`src/rtl/fold_hpc3o_seq.sv`:
```
// fold_hpc3o_seq
//   Sequencer/accumulator wrapped around a folded (share-serial) HPC3 masked
//   AND gadget. Latches one pair of sharings, primes the gadget's delayed
//   inb_prev operand, then steps the share index s = 0..d-1. Each step takes
//   one fresh PRNG word. The gadget's latency-1 outputs are XOR-folded into
//   the result sharing.
//
// Optional feature macro: FOLD_ZEROIZE_EN
//   When defined, the operands and the accumulator are cleared on the out
//   handshake. Idle gadget operands are driven to 0. `out` reads 0 while
//   out_valid is low.
//
// Ports
//   clk, rst_n                 clock (rising edge), async active-low reset
//   in_valid/in_ready, ina/inb operand sharings (d bits each)
//   rnd_valid/rnd_ready/rnd_in PRNG word stream (RND_W bits)
//   g_ina/g_inb/g_inb_prev     gadget share operands
//   g_rnd, g_s                 gadget randomness and share index
//   g_out                      gadget output (latency 1)
//   out_valid/out_ready, out   result sharing of a&b
module fold_hpc3o_seq #(
  parameter int d          = 2,
  parameter int SHIDX_BITS = 3,
  parameter int RND_W      = 2
) (
  input  logic                  clk,
  input  logic                  rst_n,
  input  logic                  in_valid,
  output logic                  in_ready,
  input  logic [d-1:0]          ina,
  input  logic [d-1:0]          inb,
  input  logic                  rnd_valid,
  output logic                  rnd_ready,
  input  logic [RND_W-1:0]      rnd_in,
  output logic [d-1:0]          g_ina,
  output logic [d-1:0]          g_inb,
  output logic [d-1:0]          g_inb_prev,
  output logic [RND_W-1:0]      g_rnd,
  output logic [SHIDX_BITS-1:0] g_s,
  input  logic [d-1:0]          g_out,
  output logic                  out_valid,
  input  logic                  out_ready,
  output logic [d-1:0]          out
);

  typedef enum logic [2:0] {
    S_IDLE, S_PRIME, S_RUN, S_DRAIN, S_DONE
  } state_t;

  state_t                state, state_nxt;
  logic [SHIDX_BITS-1:0] step;
  logic [d-1:0]          op_a, op_b, acc;
  logic                  fire, fire_q, last_step, accept, out_hs, share_en;

  assign accept    = (state == S_IDLE) && in_valid;
  assign fire      = (state == S_RUN) && rnd_valid;
  assign last_step = (step == SHIDX_BITS'(d - 1));
  assign out_hs    = (state == S_DONE) && out_ready;

  // ---------------- control FSM ----------------
  always_ff @(posedge clk or negedge rst_n) begin
    if (!rst_n) state <= S_IDLE;
    else        state <= state_nxt;
  end

  always_comb begin
    state_nxt = state;
    case (state)
      S_IDLE:  if (in_valid) state_nxt = S_PRIME;
      S_PRIME: state_nxt = S_RUN;
      S_RUN:   if (fire && last_step) state_nxt = S_DRAIN;
      S_DRAIN: state_nxt = S_DONE;
      S_DONE:  if (out_ready) state_nxt = S_IDLE;
      default: state_nxt = S_IDLE;
    endcase
  end

  // ---------------- step counter / fire pipeline ----------------
  // step stops at d-1 rather than wrapping. The transition to DRAIN already
  // marks the end of the sequence.
  always_ff @(posedge clk or negedge rst_n) begin
    if (!rst_n) begin
      step   <= '0;
      fire_q <= 1'b0;
    end else begin
      fire_q <= fire;
      if (accept)                 step <= '0;
      else if (fire && !last_step) step <= step + 1'b1;
    end
  end

  // ---------------- datapath ----------------
  always_ff @(posedge clk or negedge rst_n) begin
    if (!rst_n) begin
      op_a <= '0;
      op_b <= '0;
      acc  <= '0;
    end else begin
      if (accept) begin
        op_a <= ina;
        op_b <= inb;
        acc  <= '0;
      end else if (fire_q) begin
        // fire_q marks the cycle in which g_out holds a fired step's result.
        acc <= acc ^ g_out;
      end
`ifdef FOLD_ZEROIZE_EN
      if (out_hs) begin
        op_a <= '0;
        op_b <= '0;
        acc  <= '0;
      end
`endif
    end
  end

  // The gadget reads b from one cycle earlier. Loading this register with
  // g_inb every cycle makes it equal op_b after PRIME, including during stalls.
  always_ff @(posedge clk or negedge rst_n) begin
    if (!rst_n) g_inb_prev <= '0;
    else        g_inb_prev <= g_inb;
  end

`ifdef FOLD_ZEROIZE_EN
  assign share_en = (state == S_PRIME) || (state == S_RUN) || (state == S_DRAIN);
  assign out      = out_valid ? acc : '0;
`else
  assign share_en = 1'b1;
  assign out      = acc;
`endif

  assign g_ina     = share_en ? op_a : '0;
  assign g_inb     = share_en ? op_b : '0;
  assign g_s       = step;
  // A word reaches the gadget only in the cycle it is consumed. Stalled
  // cycles therefore carry no randomness.
  assign g_rnd     = fire ? rnd_in : '0;
  assign rnd_ready = fire;
  assign in_ready  = (state == S_IDLE);
  assign out_valid = (state == S_DONE);

endmodule

```
`config.mk`:
```
export PLATFORM = sky130hd
export DESIGN_NAME = fold_hpc3o_seq
export DESIGN_NICKNAME = d
export VERILOG_FILES = /design/src/rtl/fold_hpc3o_seq.sv
export SDC_FILE = /design/constraint.sdc
export NUM_CORES = 1
export LEC_CHECK = 0
export CAP_MARGIN = 20
export CORE_MARGIN = 8
export CORE_UTILIZATION = 40
export DETAILED_ROUTE_END_ITERATION = 8
export PLACE_DENSITY = 0.78
export SLEW_MARGIN = 20
export SYNTH_ARGS = -nofsm -noshare
export SYNTH_HDL_FRONTEND = slang
export SYNTH_SLANG_ARGS = --single-unit
```
`constraint.sdc`:
```
create_clock -name clk -period 2.1 [get_ports clk]
set_input_delay 0.525 -clock clk [delete_from_list [all_inputs] [get_ports clk]]
set_output_delay 0.525 -clock clk [all_outputs]
set_load 0.02 [all_outputs]
```
# [Word-level counts from Yosys, hierarchy flattened]
# Cells that the tools add are included.
[word_totals] word_cells=35 ff_bits=15 output_inout_bits=16 inputBits=13
[classes] reduce_logical=9 mux=9 addsub=1 n_eq_ne=8 n_bitwise=1
[op_table] operator="two-way mux 3 bit" count=5
[op_table] operator="one-hot mux 3 bit (5 select lines)" count=1
[op_table] operator="equality test 3 x 1 -> 1 bit (second input constant)" count=2
[op_table] operator="equality test 3 x 2 -> 1 bit (second input constant)" count=2
[op_table] operator="two-way mux 2 bit" count=3
[op_table] operator="logical AND 1 bit" count=4
[op_table] operator="inequality test 2 x 1 -> 1 bit (second input constant)" count=2
[op_table] operator="nonzero test 2 bit" count=2
[op_table] operator="adder 3 x 1 -> 3 bit (second input constant)" count=1
[op_table] operator="equality test 3 bit (second input constant)" count=1
[op_table] operator="zero test 3 bit" count=1
[op_table] operator="AND reduction 3 bit" count=1
[op_table] operator="inequality test 2 bit (second input constant)" count=1
[op_table] operator="bitwise XOR 2 bit" count=1
[op_table] operator="zero test 1 bit" count=1

# [Depth between registers and ports, before layout]
[depth] depth_word=5 mapped_depth=5 ltp_nobuf=5

# [Worst setup path after synthesis]
# OpenSTA, ideal clock, no wires.
[synth_timing] path_type="register -> output" from="register state[0]" to="output g_rnd[0]" required_ps=1575 path_stages_with_launch=4 path_buffers=1 arrival_ps=1090 path_slack_ps=485 path_cell_list="dfrtp_1 > buf_6 > and4bb_4 > and2_1"
[synth_via] elab_chain_len=3
[synth_rtl] item="start, declared" line="50" text="state_t state, state_nxt;"
[synth_rtl] item="start signal, assigned" line="63" text="else state <= state_nxt;"
[synth_rtl] item="equality test 3 x 2 -> 1 bit" line="56" text="assign fire = (state == S_RUN) && rnd_valid;"
[synth_rtl] item="logical AND 1 bit" line="56"
[synth_rtl] item="net rnd_ready" line="33" text="output logic rnd_ready,"
[synth_rtl] item="two-way mux 2 bit" line="137" text="assign g_rnd = fire ? rnd_in : '0;"
[synth_rtl] item="end, declared" line="38" text="output logic [RND_W-1:0] g_rnd,"
# The timed path passes the listed nets, and every way through them passes these cells.

# [Worst setup path in the final report]
[layout_timing] from="input rnd_valid" to="output g_rnd[1]"
[layout_via] elab_chain_len=2
[layout_rtl] item="start, declared" line="32" text="input logic rnd_valid,"
[layout_rtl] item="logical AND 1 bit" line="56"
[layout_rtl] item="two-way mux 2 bit" line="137"
# Every way passes these cells.

==> impl_metrics.toml <==
[placement]
pre_cts_ws_ns = -0.408
hpwl_mm = 1.28
placed_cells = 103
place.gp.congestion = 0.668
place_area_sq_um = 1010
portBuffers = 28

[clock_network]
hold_buffers = 0
cts_made_buffers = 3
cts_setup_buffers = 0
insertion_delay_ns = 0.28
clock_path_buffers = 2
cts_tree = "built"
cts-htree-levels = 1
root_buffer = "clkbuf_4"
clkTransAtPathRegs_ns = 0.09
clock_sinks = 15

[floorplanning]
initial_utilization = 0.416
fp-row-count = 15
die-area_sq_um = 3330
die_w_um = 57.7
io_pins = 29
die_y_um = 57.7
core_area_sq_um = 1670

[synth]
async_reset_ff_frac = 1.00
syn_inst = 55
ys_ff_latch = 15
avgSynthCellArea_sq_um = 12.6
synth_area_sq_um = 694
synth.area.top_cells = "dfrtp_1 54%, mux2_4 8.6%, ha_1 3.6%"
yosysSeqAreaShare = 0.541
ys.flop_type = "dfrtp_1"
synth_top_area_share = 0.541
synth_edf_count = 0
synth_cell_types = 24
yosysWarnings = 0
yosysTopAreaCell = "dfrtp_1"
syn-num-nets = 70

[min_path]
hp-class = "register to register"

[pwr]
p_per_area_nw_per_um2 = 1460
power_uw = 1490
ir_worst_vdd_mv = 0.779
leakage_uw = 0.000491

[timing]
slew_viol_final = 0
clock_skew_ns = 0.00519
max_slew_margin = 0.840
hold_viol_final = 0
fmax_mhz = 488
period_needed_ns = 2.05
tightest_slew_ns = 0.239
setup_viol = 0
hold_ws_ns = 0.426
setup_ws_ns = 0.0506
final.period_utilization = 0.976
rsz0062_at_grt = "no"

[grt]
grt_pass1_vias = 569
grt_overflow_total = 0
grt.total_usage = 0.103
grt_pass1_wl_mm = 2.59
antenna_found_initial = 0
grt_max_degree = 16

[route]
ant_nets = 0
drtPass1Iterations = 4
vias = 531
drt_wl_total_mm = 1.59
drc_errors = 0
avgRoutedWirePerCell_um = 14.9
viasPerCell = 4.96
drt_iter0_markers = 8

[layout]
drive_above_1_share = 0.211
fin_area_sq_um = 1020
n_antenna_cell = 0
fin_cells = 107
final_common_cell = "clkdlybuf4s50_1"
final_cell_mix = "23 x clkdlybuf4s50_1, 15 x dfrtp_1, 7 x buf_4"
syn2layout_area_growth_pct = 47.4
nets = 106

[critical_path]
start_kind = "input port"
crit_type = "input port to primary output"
worst_ep_arrival_time_ns = 1.52
end_kind = "primary output"
path_max_fanout = 4
cp_data_required_time_ns = 1.57

[outcome]
status = "finished clean"

[run]
cap_viol_max_count = 0
[cell families (layout without fill, tap and decap cells)]
| kind of cell | after synthesis | in the layout | share of synthesized area |
|---|---|---|---|
| simple gates | 17 | 17 | 0.153 |
| buf+inv | 6 | 41 | 0.0595 |
| xor+xnor | 3 | 3 | 0.0378 |
| fa+ha+maj | 2 | 2 | 0.0360 |
| compound gates | 6 | 6 | 0.0577 |
| mux | 6 | 6 | 0.115 |
| flops | 15 | 15 | 0.541 |
[cell type report]
| class | instances | area, sq um |
|---|---|---|
| fillers | 145 | 647 |
| flip-flops and latches | 15 | 375 |
| repair buffers | 34 | 310 |
| multi-input cells | 34 | 278 |
| clock buffers | 3 | 22.5 |
| well taps | 17 | 21.3 |
| inverters | 3 | 11.3 |
| clock inverters | 1 | 5.00 |
[cell usage after synthesis, types with 2 or more instances]
master and number:
buf_6 2, nand2_1 6, mux2i_1 2, nor2_1 2, mux2_4 4, dfrtp_1 15, inv_1 3, and2_1 2
ha_1 2, xor2_1 2, a21oi_1 2
[flip-flops by register name, indices dropped and copies added (netlist names)]
name / cells
fire_q: 1
g_ina: 2
g_inb: 2
g_inb_prev: 2
g_s: 3
out: 2
state: 3
[worst max-delay path, cell delays in order]
cell and delay (ns):
clkdlybuf4s50_1 0.48, and4bb_4 0.25, and2_1 0.12, buf_2 0.15
[layer usage]
layer  global-route usage  wire length, um  up-vias  part of all wire
li1                     -                -      257                 -
met2                0.185              904       12              0.57
met4               0.0734                0        0                 0
met1               0.0980              602      262              0.38
met5                    0                0        -                 0
met3               0.0309               84        0             0.053
[metrics by stage]
step / setup TNS, ns / util
final: 0 / 0.613
after global routing: 0 / 0.613
after CTS: 0 / 0.614
after detailed placement: -1.11 / 0.605
after global placement: -1.05 / 0.605
after floorplan: 0 / -
[what timing repair did]
item | 4_1_cts | 5_1_grt
gates resized for setup | 12 | 2
endpoints found under the hold margin | 0 | 0
setup endpoints to repair | 5 | 2
[final timing paths]
check / endpoint / slack [ns] / from / cells after the start
setup / recovery: g_rnd[1] / 0.05 / rnd_valid / 4
hold / removal: g_inb_prev[0] / 0.43 / g_inb[0] / 0
setup reg to reg: g_inb[0] / 0.48 / state[0] / 3
hold reg to reg: g_inb_prev[0] / 0.43 / g_inb[0] / 0
max in group asynchronous: g_s[2] / 1.37 / rst_n / 2
min in group asynchronous: fire_q / 0.55 / rst_n / 2
[where the power goes]
group	switching (uW)	internal [uW]	total, uW
sequential	98.4	415	514
clock	89.3	70.6	160
combinational	382	434	816
Note: power is estimated with default switching activity, not from simulation.
